**src/rtl/mem_arb_defs.sv**
```systemverilog
// Shared definitions for the unified-memory arbiter.
// Contents: FSM state encoding, grant identifiers, and a helper that sizes
// counters from their maximum value.
package mem_arb_defs;

  typedef enum logic [1:0] {
    IDLE  = 2'd0,
    ISSUE = 2'd1,
    WAIT  = 2'd2,
    RESP  = 2'd3
  } state_t;

  localparam logic GNT_IF = 1'b0;
  localparam logic GNT_D  = 1'b1;

  // Bits needed to hold the values 0..max_val (never less than one bit).
  function automatic int cnt_w(input int max_val);
    if (max_val < 2) return 1;
    return $clog2(max_val + 1);
  endfunction

endpackage

```
**src/rtl/mem_arbiter_if.sv**
```systemverilog
// Bundle of every signal between the pipeline stages, the arbiter and the
// single-ported memory.
//   slave  : the arbiter's view (requests and mem_rdata in; data, done,
//            stall and memory strobes out)
//   master : the surrounding pipeline + memory view
//
// Handshake: if_req / d_req are levels that the requester holds, with stable
// address/we/wdata, until the matching one-cycle done pulse. At the edge that
// ends the done cycle the requester must drop the request or present a new
// one; a request still high in the following IDLE cycle is a new access.
// Requests are only looked at while the arbiter is idle. *_stall is simply
// req & ~done so a stage can freeze on it combinationally.
interface mem_arbiter_if #(
  parameter int AW = 32,
  parameter int DW = 32
);
  logic          if_req;
  logic [AW-1:0] if_addr;
  logic [DW-1:0] if_rdata;
  logic          if_done;
  logic          if_stall;

  logic          d_req;
  logic          d_we;
  logic [AW-1:0] d_addr;
  logic [DW-1:0] d_wdata;
  logic [DW-1:0] d_rdata;
  logic          d_done;
  logic          d_stall;

  logic          mem_en;
  logic          mem_we;
  logic [AW-1:0] mem_addr;
  logic [DW-1:0] mem_wdata;
  logic [DW-1:0] mem_rdata;

  modport slave (
    input  if_req, if_addr, d_req, d_we, d_addr, d_wdata, mem_rdata,
    output if_rdata, if_done, if_stall, d_rdata, d_done, d_stall,
           mem_en, mem_we, mem_addr, mem_wdata
  );

  modport master (
    output if_req, if_addr, d_req, d_we, d_addr, d_wdata, mem_rdata,
    input  if_rdata, if_done, if_stall, d_rdata, d_done, d_stall,
           mem_en, mem_we, mem_addr, mem_wdata
  );
endinterface

```
**src/rtl/mem_arb_grant.sv**
```systemverilog
// Grant decision between instruction fetch and data access, plus the
// saturating starvation counter that protects fetch from a stream of data
// accesses.
// Ports: clk, reset (sync, active high); if_req, d_req (current requests);
// take (a grant is being made this cycle); gnt (GNT_IF / GNT_D);
// starve_cnt (consecutive data grants made while fetch was waiting).
module mem_arb_grant
  import mem_arb_defs::*;
#(
  parameter int STARVE_MAX = 4,
  parameter int SW         = cnt_w(STARVE_MAX)
) (
  input  logic          clk,
  input  logic          reset,
  input  logic          if_req,
  input  logic          d_req,
  input  logic          take,
  output logic          gnt,
  output logic [SW-1:0] starve_cnt
);

  logic starved;

  // Data normally wins; fetch wins once it has been passed over STARVE_MAX times.
  assign starved = (starve_cnt == SW'(STARVE_MAX)) && if_req;
  assign gnt     = (d_req && !starved) ? GNT_D : GNT_IF;

  always_ff @(posedge clk) begin
    if (reset) begin
      starve_cnt <= '0;
    end else if (take) begin
      if (gnt == GNT_IF) begin
        starve_cnt <= '0;
      end else if (if_req && (starve_cnt != SW'(STARVE_MAX))) begin
        starve_cnt <= starve_cnt + SW'(1);
      end
    end
  end

endmodule

```
**src/rtl/mem_arbiter.sv**
```systemverilog
// Arbiter sharing one single-ported memory between IF-stage fetches and
// MEM-stage loads/stores. Each access runs IDLE -> ISSUE -> WAIT(MEM_LAT) ->
// RESP, i.e. 3+MEM_LAT cycles, and finishes with a one-cycle done pulse.
// Ports: clk, reset (sync, active high); bus (mem_arbiter_if.slave, all
// request/response/memory signals); state and starve_cnt expose the FSM
// state and starvation counter for observation.
module mem_arbiter
  import mem_arb_defs::*;
#(
  parameter int AW         = 32,
  parameter int DW         = 32,
  parameter int MEM_LAT    = 2,
  parameter int STARVE_MAX = 4
) (
  input  logic                            clk,
  input  logic                            reset,
  mem_arbiter_if.slave                    bus,
  output state_t                          state,
  output logic [cnt_w(STARVE_MAX)-1:0]    starve_cnt
);

  localparam int LW = cnt_w(MEM_LAT - 1);
  localparam int SW = cnt_w(STARVE_MAX);

  state_t        state_q, state_d;
  logic [LW-1:0] lat_q;
  logic          gnt, gnt_q, we_q;
  logic          take, lat_last;
  logic [DW-1:0] if_rdata_q, d_rdata_q;
  logic          if_done_q, d_done_q;
  logic          mem_en_q, mem_we_q;
  logic [AW-1:0] mem_addr_q;
  logic [DW-1:0] mem_wdata_q;

  assign take     = (state_q == IDLE) && (bus.if_req || bus.d_req);
  assign lat_last = (lat_q == LW'(MEM_LAT - 1));

  mem_arb_grant #(
    .STARVE_MAX (STARVE_MAX),
    .SW         (SW)
  ) u_grant (
    .clk        (clk),
    .reset      (reset),
    .if_req     (bus.if_req),
    .d_req      (bus.d_req),
    .take       (take),
    .gnt        (gnt),
    .starve_cnt (starve_cnt)
  );

  always_ff @(posedge clk) begin
    if (reset) state_q <= IDLE;
    else       state_q <= state_d;
  end

  always_comb begin
    state_d = state_q;
    case (state_q)
      IDLE:    if (take) state_d = ISSUE;
      ISSUE:   state_d = WAIT;
      WAIT:    if (lat_last) state_d = RESP;
      RESP:    state_d = IDLE;
      default: state_d = IDLE;
    endcase
  end

  // Datapath. The memory strobes are loaded on the IDLE->ISSUE edge so they
  // are high exactly during ISSUE; done is loaded on the last WAIT edge so it
  // is high exactly during RESP.
  always_ff @(posedge clk) begin
    if (reset) begin
      lat_q       <= '0;
      gnt_q       <= GNT_IF;
      we_q        <= 1'b0;
      if_rdata_q  <= '0;
      d_rdata_q   <= '0;
      if_done_q   <= 1'b0;
      d_done_q    <= 1'b0;
      mem_en_q    <= 1'b0;
      mem_we_q    <= 1'b0;
      mem_addr_q  <= '0;
      mem_wdata_q <= '0;
    end else begin
      mem_en_q  <= 1'b0;
      mem_we_q  <= 1'b0;
      if_done_q <= 1'b0;
      d_done_q  <= 1'b0;
      if (take) begin
        gnt_q    <= gnt;
        we_q     <= (gnt == GNT_D) && bus.d_we;
        mem_en_q <= 1'b1;
        mem_we_q <= (gnt == GNT_D) && bus.d_we;
        if (gnt == GNT_D) begin
          mem_addr_q  <= bus.d_addr;
          mem_wdata_q <= bus.d_wdata;
        end else begin
          mem_addr_q  <= bus.if_addr;
        end
      end
      if (state_q == WAIT) begin
        if (lat_last) begin
          lat_q <= '0;
          if (gnt_q == GNT_IF) begin
            if_rdata_q <= bus.mem_rdata;
            if_done_q  <= 1'b1;
          end else begin
            if (!we_q) d_rdata_q <= bus.mem_rdata;  // stores keep old load data
            d_done_q <= 1'b1;
          end
        end else begin
          lat_q <= lat_q + LW'(1);
        end
      end
    end
  end

  assign bus.if_rdata  = if_rdata_q;
  assign bus.if_done   = if_done_q;
  assign bus.if_stall  = bus.if_req & ~if_done_q;
  assign bus.d_rdata   = d_rdata_q;
  assign bus.d_done    = d_done_q;
  assign bus.d_stall   = bus.d_req & ~d_done_q;
  assign bus.mem_en    = mem_en_q;
  assign bus.mem_we    = mem_we_q;
  assign bus.mem_addr  = mem_addr_q;
  assign bus.mem_wdata = mem_wdata_q;
  assign state         = state_q;

endmodule

```
**src/flat_wrapper.sv**
```systemverilog
// flat-port wrapper written by rule: the top's interface ports become plain ports
module mem_arbiter_flat import mem_arb_defs::*;
#(
  parameter int AW         = 32,
  parameter int DW         = 32,
  parameter int MEM_LAT    = 2,
  parameter int STARVE_MAX = 4
)
  (clk, reset, state, starve_cnt, bus_if_req, bus_if_addr, bus_d_req, bus_d_we, bus_d_addr, bus_d_wdata, bus_mem_rdata, bus_if_rdata, bus_if_done, bus_if_stall, bus_d_rdata, bus_d_done, bus_d_stall, bus_mem_en, bus_mem_we, bus_mem_addr, bus_mem_wdata);
  mem_arbiter_if #(.AW(AW), .DW(DW)) bus_i ();
  input  logic clk;
  input  logic reset;
  output state_t state;
  output logic [cnt_w(STARVE_MAX)-1:0] starve_cnt;
  input wire logic [$bits(bus_i.if_req)-1:0] bus_if_req;
  input wire logic [$bits(bus_i.if_addr)-1:0] bus_if_addr;
  input wire logic [$bits(bus_i.d_req)-1:0] bus_d_req;
  input wire logic [$bits(bus_i.d_we)-1:0] bus_d_we;
  input wire logic [$bits(bus_i.d_addr)-1:0] bus_d_addr;
  input wire logic [$bits(bus_i.d_wdata)-1:0] bus_d_wdata;
  input wire logic [$bits(bus_i.mem_rdata)-1:0] bus_mem_rdata;
  output wire logic [$bits(bus_i.if_rdata)-1:0] bus_if_rdata;
  output wire logic [$bits(bus_i.if_done)-1:0] bus_if_done;
  output wire logic [$bits(bus_i.if_stall)-1:0] bus_if_stall;
  output wire logic [$bits(bus_i.d_rdata)-1:0] bus_d_rdata;
  output wire logic [$bits(bus_i.d_done)-1:0] bus_d_done;
  output wire logic [$bits(bus_i.d_stall)-1:0] bus_d_stall;
  output wire logic [$bits(bus_i.mem_en)-1:0] bus_mem_en;
  output wire logic [$bits(bus_i.mem_we)-1:0] bus_mem_we;
  output wire logic [$bits(bus_i.mem_addr)-1:0] bus_mem_addr;
  output wire logic [$bits(bus_i.mem_wdata)-1:0] bus_mem_wdata;
  assign bus_i.if_req = bus_if_req;
  assign bus_i.if_addr = bus_if_addr;
  assign bus_i.d_req = bus_d_req;
  assign bus_i.d_we = bus_d_we;
  assign bus_i.d_addr = bus_d_addr;
  assign bus_i.d_wdata = bus_d_wdata;
  assign bus_i.mem_rdata = bus_mem_rdata;
  assign bus_if_rdata = bus_i.if_rdata;
  assign bus_if_done = bus_i.if_done;
  assign bus_if_stall = bus_i.if_stall;
  assign bus_d_rdata = bus_i.d_rdata;
  assign bus_d_done = bus_i.d_done;
  assign bus_d_stall = bus_i.d_stall;
  assign bus_mem_en = bus_i.mem_en;
  assign bus_mem_we = bus_i.mem_we;
  assign bus_mem_addr = bus_i.mem_addr;
  assign bus_mem_wdata = bus_i.mem_wdata;
  mem_arbiter #(.AW(AW), .DW(DW), .MEM_LAT(MEM_LAT), .STARVE_MAX(STARVE_MAX)) u_core (.clk(clk), .reset(reset), .bus(bus_i), .state(state), .starve_cnt(starve_cnt));
endmodule
```
**config.mk**
```make
export PLATFORM = sky130hd
export DESIGN_NAME = mem_arbiter_flat
export DESIGN_NICKNAME = d
export VERILOG_FILES = /design/src/rtl/mem_arb_defs.sv /design/src/rtl/mem_arbiter_if.sv /design/src/rtl/mem_arb_grant.sv /design/src/rtl/mem_arbiter.sv /design/src/flat_wrapper.sv
export SDC_FILE = /design/constraint.sdc
export NUM_CORES = 1
export LEC_CHECK = 0
export ABC_AREA = 1
export CAP_MARGIN = 20
export CELL_PAD_IN_SITES_DETAIL_PLACEMENT = 0
export CELL_PAD_IN_SITES_GLOBAL_PLACEMENT = 1
export CORE_MARGIN = 2
export CORE_UTILIZATION = 40
export CTS_CLUSTER_DIAMETER = 50
export CTS_CLUSTER_SIZE = 14
export DETAILED_ROUTE_END_ITERATION = 7
export DONT_BUFFER_PORTS = 1
export GPL_TIMING_DRIVEN = 0
export PLACE_DENSITY_LB_ADDON = 0.3
export SYNTH_ARGS = -nofsm -noshare
export SYNTH_HDL_FRONTEND = slang
export SYNTH_HIERARCHICAL = 1
export SYNTH_SLANG_ARGS = --single-unit
export TNS_END_PERCENT = 5
```
**constraint.sdc**
```tcl
create_clock -name clk -period 3.05 [get_ports clk]
set_input_delay 0.4575 -clock clk [delete_from_list [all_inputs] [get_ports clk]]
set_output_delay 0.4575 -clock clk [all_outputs]
set_load 0.01 [all_outputs]
```
* Word level (Yosys, flattened, before mapping)
Cells that the tools add are included.
** Operators by class
- $add $sub $neg :: 2
- Equal/unequal tests :: 8
- Multiplexer cells :: 11
- Bitwise operators :: 9
- Reductions and logical operators :: 15
** Operator list (count)
- $mux 32 :: 1
- $pmux 2 s4 :: 1
- $not 1->1 :: 7
- $mux 3 :: 2
- $reduce_and 2->1 :: 3
- $logic_and 1x1->1 :: 5
- $mux 1 :: 5
- $eq 2x2->1 const B :: 2
- $mux 2 :: 2
- $ne 2x1->1 const B :: 2
- $reduce_and 4->1 :: 1
- $add 3x1->3 const B :: 1
- $eq 3x3->1 const B :: 1
- $ne 3x3->1 const B :: 1
- $reduce_and 3->1 :: 1
- $reduce_or 3->1 :: 1
- $and 1x1->1 :: 2
- $eq 2x1->1 const B :: 1
- $logic_not 2->1 :: 1
- $ne 2x2->1 const B :: 1
- $reduce_or 2->1 :: 1
- $add 1x1->1 const B :: 1
- $logic_not 1->1 :: 1
- $logic_or 1x1->1 :: 1
** Word-level totals
- Bits in registers :: 140
- Input port bits :: 133
- Output and inout port bits :: 139
- Word-level logic and storage cells :: 58

* Longest topological paths before layout
- Depth in word-level cells :: 7
- Gate-level depth with buffers :: 12
- Gate-level depth less buffers :: 9

* By module
The synthesis kept the hierarchy.
** By module, submodules not included
- mem_arbiter :: times used 1, cells an instance 879, area each 5992.0 um^2, sequential area each 2742.6 um^2
- mem_arb_grant :: times used 1, cells an instance 30, area each 196.4 um^2, sequential area each 60.1 um^2

* Least setup slack after synthesis
OpenSTA, ideal clock, no wires.
- Path type :: reg2reg
- Start point :: reg u_core.u_grant.starve_cnt[0]
- End point :: reg u_core.mem_addr_q[0], in the netlist u_core/bus.mem_addr[0]
- Setup time :: 0.116 ns
- Arrival :: 1.481 ns
- Data required time :: 2.934 ns
- Setup slack :: 1.453 ns
- Stages on the path, launching flop included :: 12
- Path buffers :: 3
- Period minus slack after synthesis :: 1.597 ns
- Cell sequence :: dfxtp_1 > inv_1 > ha_1 > nand2_1 > nand2_1 > nand2_1 > buf_2 > buf_6 > buf_2 > o21ai_0 > nor2_1 > nor2_1
** Between the ends
- Cells in the longest elaborated chain, start to end :: 6
** RTL lines
- start, declared :: line mem_arb_grant.sv:19 : output logic [SW-1:0] starve_cnt
- start signal, assigned :: line mem_arb_grant.sv:35 : starve_cnt <= starve_cnt + SW'(1);
- $eq 3x3->1 :: line mem_arb_grant.sv:25 : assign starved = (starve_cnt == SW'(STARVE_MAX)) && if_req;
- $logic_and 1x1->1 :: line mem_arb_grant.sv:25
- $logic_not 1->1 :: line mem_arb_grant.sv:26 : assign gnt = (d_req && !starved) ? GNT_D : GNT_IF;
- $logic_and 1x1->1 :: line mem_arb_grant.sv:26
- $mux 1 :: line mem_arb_grant.sv:26
- net u_core.gnt :: line mem_arbiter.sv:27 : logic gnt, gnt_q, we_q;
- $mux 32 :: line mem_arbiter.sv:93 : if (gnt == GNT_D) begin
- end signal, assigned :: line mem_arbiter.sv:94 : mem_addr_q <= bus.d_addr;
- end signal, assigned :: line mem_arbiter.sv:97 : mem_addr_q <= bus.if_addr;
- end, declared :: line mem_arbiter.sv:32 : logic [AW-1:0] mem_addr_q;
The timed path passes the listed nets, and every way through them passes these cells.
A chain may end at the register's enable or synchronous reset.

* Worst setup path after layout
- Start point :: reg u_core.u_grant.starve_cnt[0]
- End point :: reg u_core.mem_addr_q[24], in the netlist u_core/bus.mem_addr[24]
Same word-level chain as after synthesis.

==> results by group <==
Critical path
  – Maximum fanout along the worst path: 10
  – Crit end category: flip-flop
  – R2R Path End: u_core/bus.mem_addr[24]
  – Critical Path Start Type: flip-flop
  – Most used cell, CP: nand2_1
  – Cell family with most CP delay: buffers and inverters
  – WP buf/inv: 3
  – Critical-path top delay cell: dfxtp_1
  – Max stage delay on crit path: approximately 0.44 ns
  – Data required, critical path: between 3 and 4 ns
  – Critical Path, Cell by Cell: inv_1, ha_1, nand2_1, nand2_1, nand2_1, buf_2, clkbuf_1, o21ai_0, nor2_1, nor2_1
  – Reg-to-reg slack, setup: just over 1 ns
  – Critical R2R Launch: u_core/u_grant/starve_cnt[0]
  – Crit path DAT: about 2.3 ns
  – R2R depth: 10
  – Type of the worst setup path: flip-flop to flip-flop

Synthesis
  – Post-synth top flop: dfxtp_1
  – Top cells by area, synth: dfxtp_1, nor2_1, nand2_1
  – Post-synth EDFFs: 0
  – Avg Cell Area, Syn: between 6 and 7 sq um
  – Seq/Total Area, Yosys: 0.453
  – Top-count cell post-synth: nor2_1
  – Synth cell count leaders: nor2_1, nand2_1, dfxtp_1
  – Top cell type by total area after synthesis: dfxtp_1
  – Syn nets: 1047
  – Seq cells post-synth: 140
  – Mapped Cells: 909
  – Warnings, synthesis: 6
  – Yosys top cell area share: 0.453
  – Asr flop ratio synth: 0
  – Netlist cell types: 23
  – Synthesized cell area: 6190 sq um

Drt
  – Total wire length: 17100 microns
  – DR vias/cell: approximately 4.7
  – Wire length per cell: between 15 and 20 microns
  – Routed vias: 5341
  – First-pass detailed-route iteration total: 4
  – DRC Markers: 0
  – DRT iter0 DRCs: between 200 and 300
  – Post-route ant nets: 0

Pwr
  – Sw Ratio: 0.337
  – P_int: between 4 and 5 mW
  – Sw Pwr: 2.06 mW
  – Clock share of power: 0.360
  – PnR Total Power: 6.10 mW
  – VDD IR max: around 0.39 mV
  – Static leakage: between 3 and 4 nW
  – Comb pwr share: 0.208
  – Sequential Power Share: 0.432
  – Power per cell area: slightly below 900 nW/um^2

STA
  – Worst-case clock skew: 0.0126 ns
  – Fmax: around 490 MHz
  – Tightest Pin Transition: slightly above 0.5 ns
  – Fin. Hold Viols: 0
  – Final setup viols: 0
  – Relative slew slack: 0.663
  – Final Slew Violations: 0
  – Final setup margin: between 1 and 1.5 ns
  – Unrepaired setup endpoints after global routing: false
  – Final cycle utilization of the critical path: 0.666
  – TNS Setup: 0 ns
  – Min cycle time layout: slightly above 2 ns

Hold path
  – Hold path endpoint: u_core/gnt_q
  – Min-delay worst type: input pin to flip-flop
  – WHS Path Cells: 1
  – Worst Min Path Start: reset

Die
  – Ports: 272
  – Die outline area: ~16000 sq um
  – Die Y: roughly 130 microns
  – Core Box Area: between 15000 and 20000 sq um
  – Die Width: between 100 and 150 microns
  – Row count: 45
  – Initial Util: 0.409

Finish
  – Syn-to-layout area delta: 13.9%
  – Final net count: approximately 1100
  – Design area: approximately 7100 sq um
  – Fraction of layout instances using a drive strength above 1: 0.0893
  – Antenna Cells: 0

CTS
  – Total CTS buffers: 17
  – Clock slew at reported path FFs: roughly 0.060 ns
  – TritonCTS clock tree: yes
  – CTS max path bufs: 2
  – Root Buffer: clkbuf_16
  – H-tree depth: 4
  – Setup bufs post-CTS: 0
  – Clock latency on the worst-skew pair: 0.42 ns
  – Clk sinks: 140
  – CTS resizes: 0
  – CTS Hold Bufs: 0

GRT
  – Total global-route track usage: 0.207
  – Grt total ovfl: 0
  – Vias in the first global route: 4985
  – First-pass GRT wire length: 26500 microns
  – Largest net degree at the start of global routing: 17
  – Initial antenna violation count: 0

Placed design
  – Placed cell area: 6420 sq um
  – Dpl ws: 0.988 ns
  – Routability Congestion: around 0.77
  – Post-DP HPWL: 12800 microns
  – Port Buffers: 0

Status
  – Outcome: finished, final reports clean

Run
  – Total of max-cap violations: 0
cells in the final DEF, fill, tap and decap left out, types with 3 or more instances in the layout:
| master | netlist | layout |
|---|---|---|
| clkbuf_16 | 0 | 17 |
| nand3_1 | 4 | 4 |
| buf_2 | 35 | 35 |
| nor2_1 | 236 | 236 |
| a21oi_1 | 3 | 3 |
| inv_2 | 5 | 5 |
| nand3b_1 | 33 | 33 |
| nand4_1 | 33 | 33 |
| nand2_2 | 5 | 5 |
| nor3_1 | 3 | 3 |
| o21ai_0 | 97 | 97 |
| buf_1 | 3 | 3 |
| clkbuf_1 | 14 | 17 |
| nand2_1 | 142 | 142 |
| ha_1 | 5 | 5 |
| inv_1 | 139 | 139 |
| bufinv_16 | 0 | 4 |
| dfxtp_1 | 140 | 140 |
| buf_4 | 3 | 3 |
kinds of logic after synthesis:
logic type               Yosys count  share of synthesized area
flip-flops                       140                      0.453
buffers and inverters            200                      0.131
AND/OR/NAND/NOR                  462                      0.323
adder cells (fa/ha/maj)            5                     0.0101
AO/OA/AOI/OAI                    102                     0.0825
metal layers:
layer  wire length (microns)  up-vias  global-route usage
met5                       0        -                   0
met4                     278        0              0.0750
met3                    1670       19              0.0906
met2                    7900      190               0.331
met1                    7290     2326               0.248
li1                        -     2806                   -
cell type report:
type / instances / area (sq um)
Clock buffer: 22 / 464
Buffer: 56 / 273
Clock inverter: 10 / 163
Multi-Input combinational cell: 569 / 2570
Tap cell: 188 / 235
Sequential cell: 140 / 2800
Fill cell: 1611 / 8100
Inverter: 144 / 541
state kept, by name, indices dropped and copies added, names as in the netlist:
register	cells
u_core/bus.if_rdata	32
u_core/we_q	1
u_core/bus.mem_addr	32
u_core/gnt_q	1
u_core/bus.mem_wdata	32
u_core/bus.d_rdata	32
u_core/lat_last	1
u_core/bus.if_done	1
u_core/u_grant/starve_cnt	3
u_core/bus.mem_en	1
u_core/bus.mem_we	1
u_core/bus.d_done	1
u_core/state	2
metrics by stage:
| step | utilization | std cells | hold slack, ns |
|---|---|---|---|
| 6_report | 0.466 | 1129 | 0.105 |
| 5_1_grt | 0.466 | 1129 | 0.0868 |
| 4_1_cts | 0.466 | 1129 | 0.0911 |
| 3_5_place_dp | 0.424 | 1097 | 0.483 |
| 3_3_place_gp | 0.424 | 1097 | 0.477 |
| 2_1_floorplan | - | 909 | 0.441 |
power groups by stage:
stage / Clock [mW] / Combinational, mW / Sequential, mW
2_1_floorplan: 0 / 1.02 / 2.57
3_5_place_dp: 0 / 1.27 / 2.69
3_3_place_gp: 0 / 1.26 / 2.69
5_1_grt: 2.33 / 1.49 / 2.69
4_1_cts: 2.25 / 1.28 / 2.65
6_report: 2.20 / 1.27 / 2.64
how the worst max path moves through the flow:
| stage | start | end | slack (ns) | cells after the start |
|---|---|---|---|---|
| 6_report | u_core/u_grant/starve_cnt[0] | u_core/bus.mem_addr[24] | 1.02 | 10 |
| 3_3_place_gp | u_core/u_grant/starve_cnt[0] | u_core/bus.mem_addr[26] | 1.01 | 10 |
| 2_1_floorplan | u_core/u_grant/starve_cnt[0] | u_core/bus.mem_addr[0] | 1.45 | 11 |
| 4_1_cts | u_core/u_grant/starve_cnt[0] | u_core/bus.mem_addr[24] | 0.98 | 10 |
| 3_5_place_dp | u_core/u_grant/starve_cnt[0] | u_core/bus.mem_addr[24] | 0.99 | 10 |
| 5_1_grt | u_core/u_grant/starve_cnt[0] | u_core/bus.mem_addr[26] | 0.80 | 10 |
(Power assumes the default switching activity.)
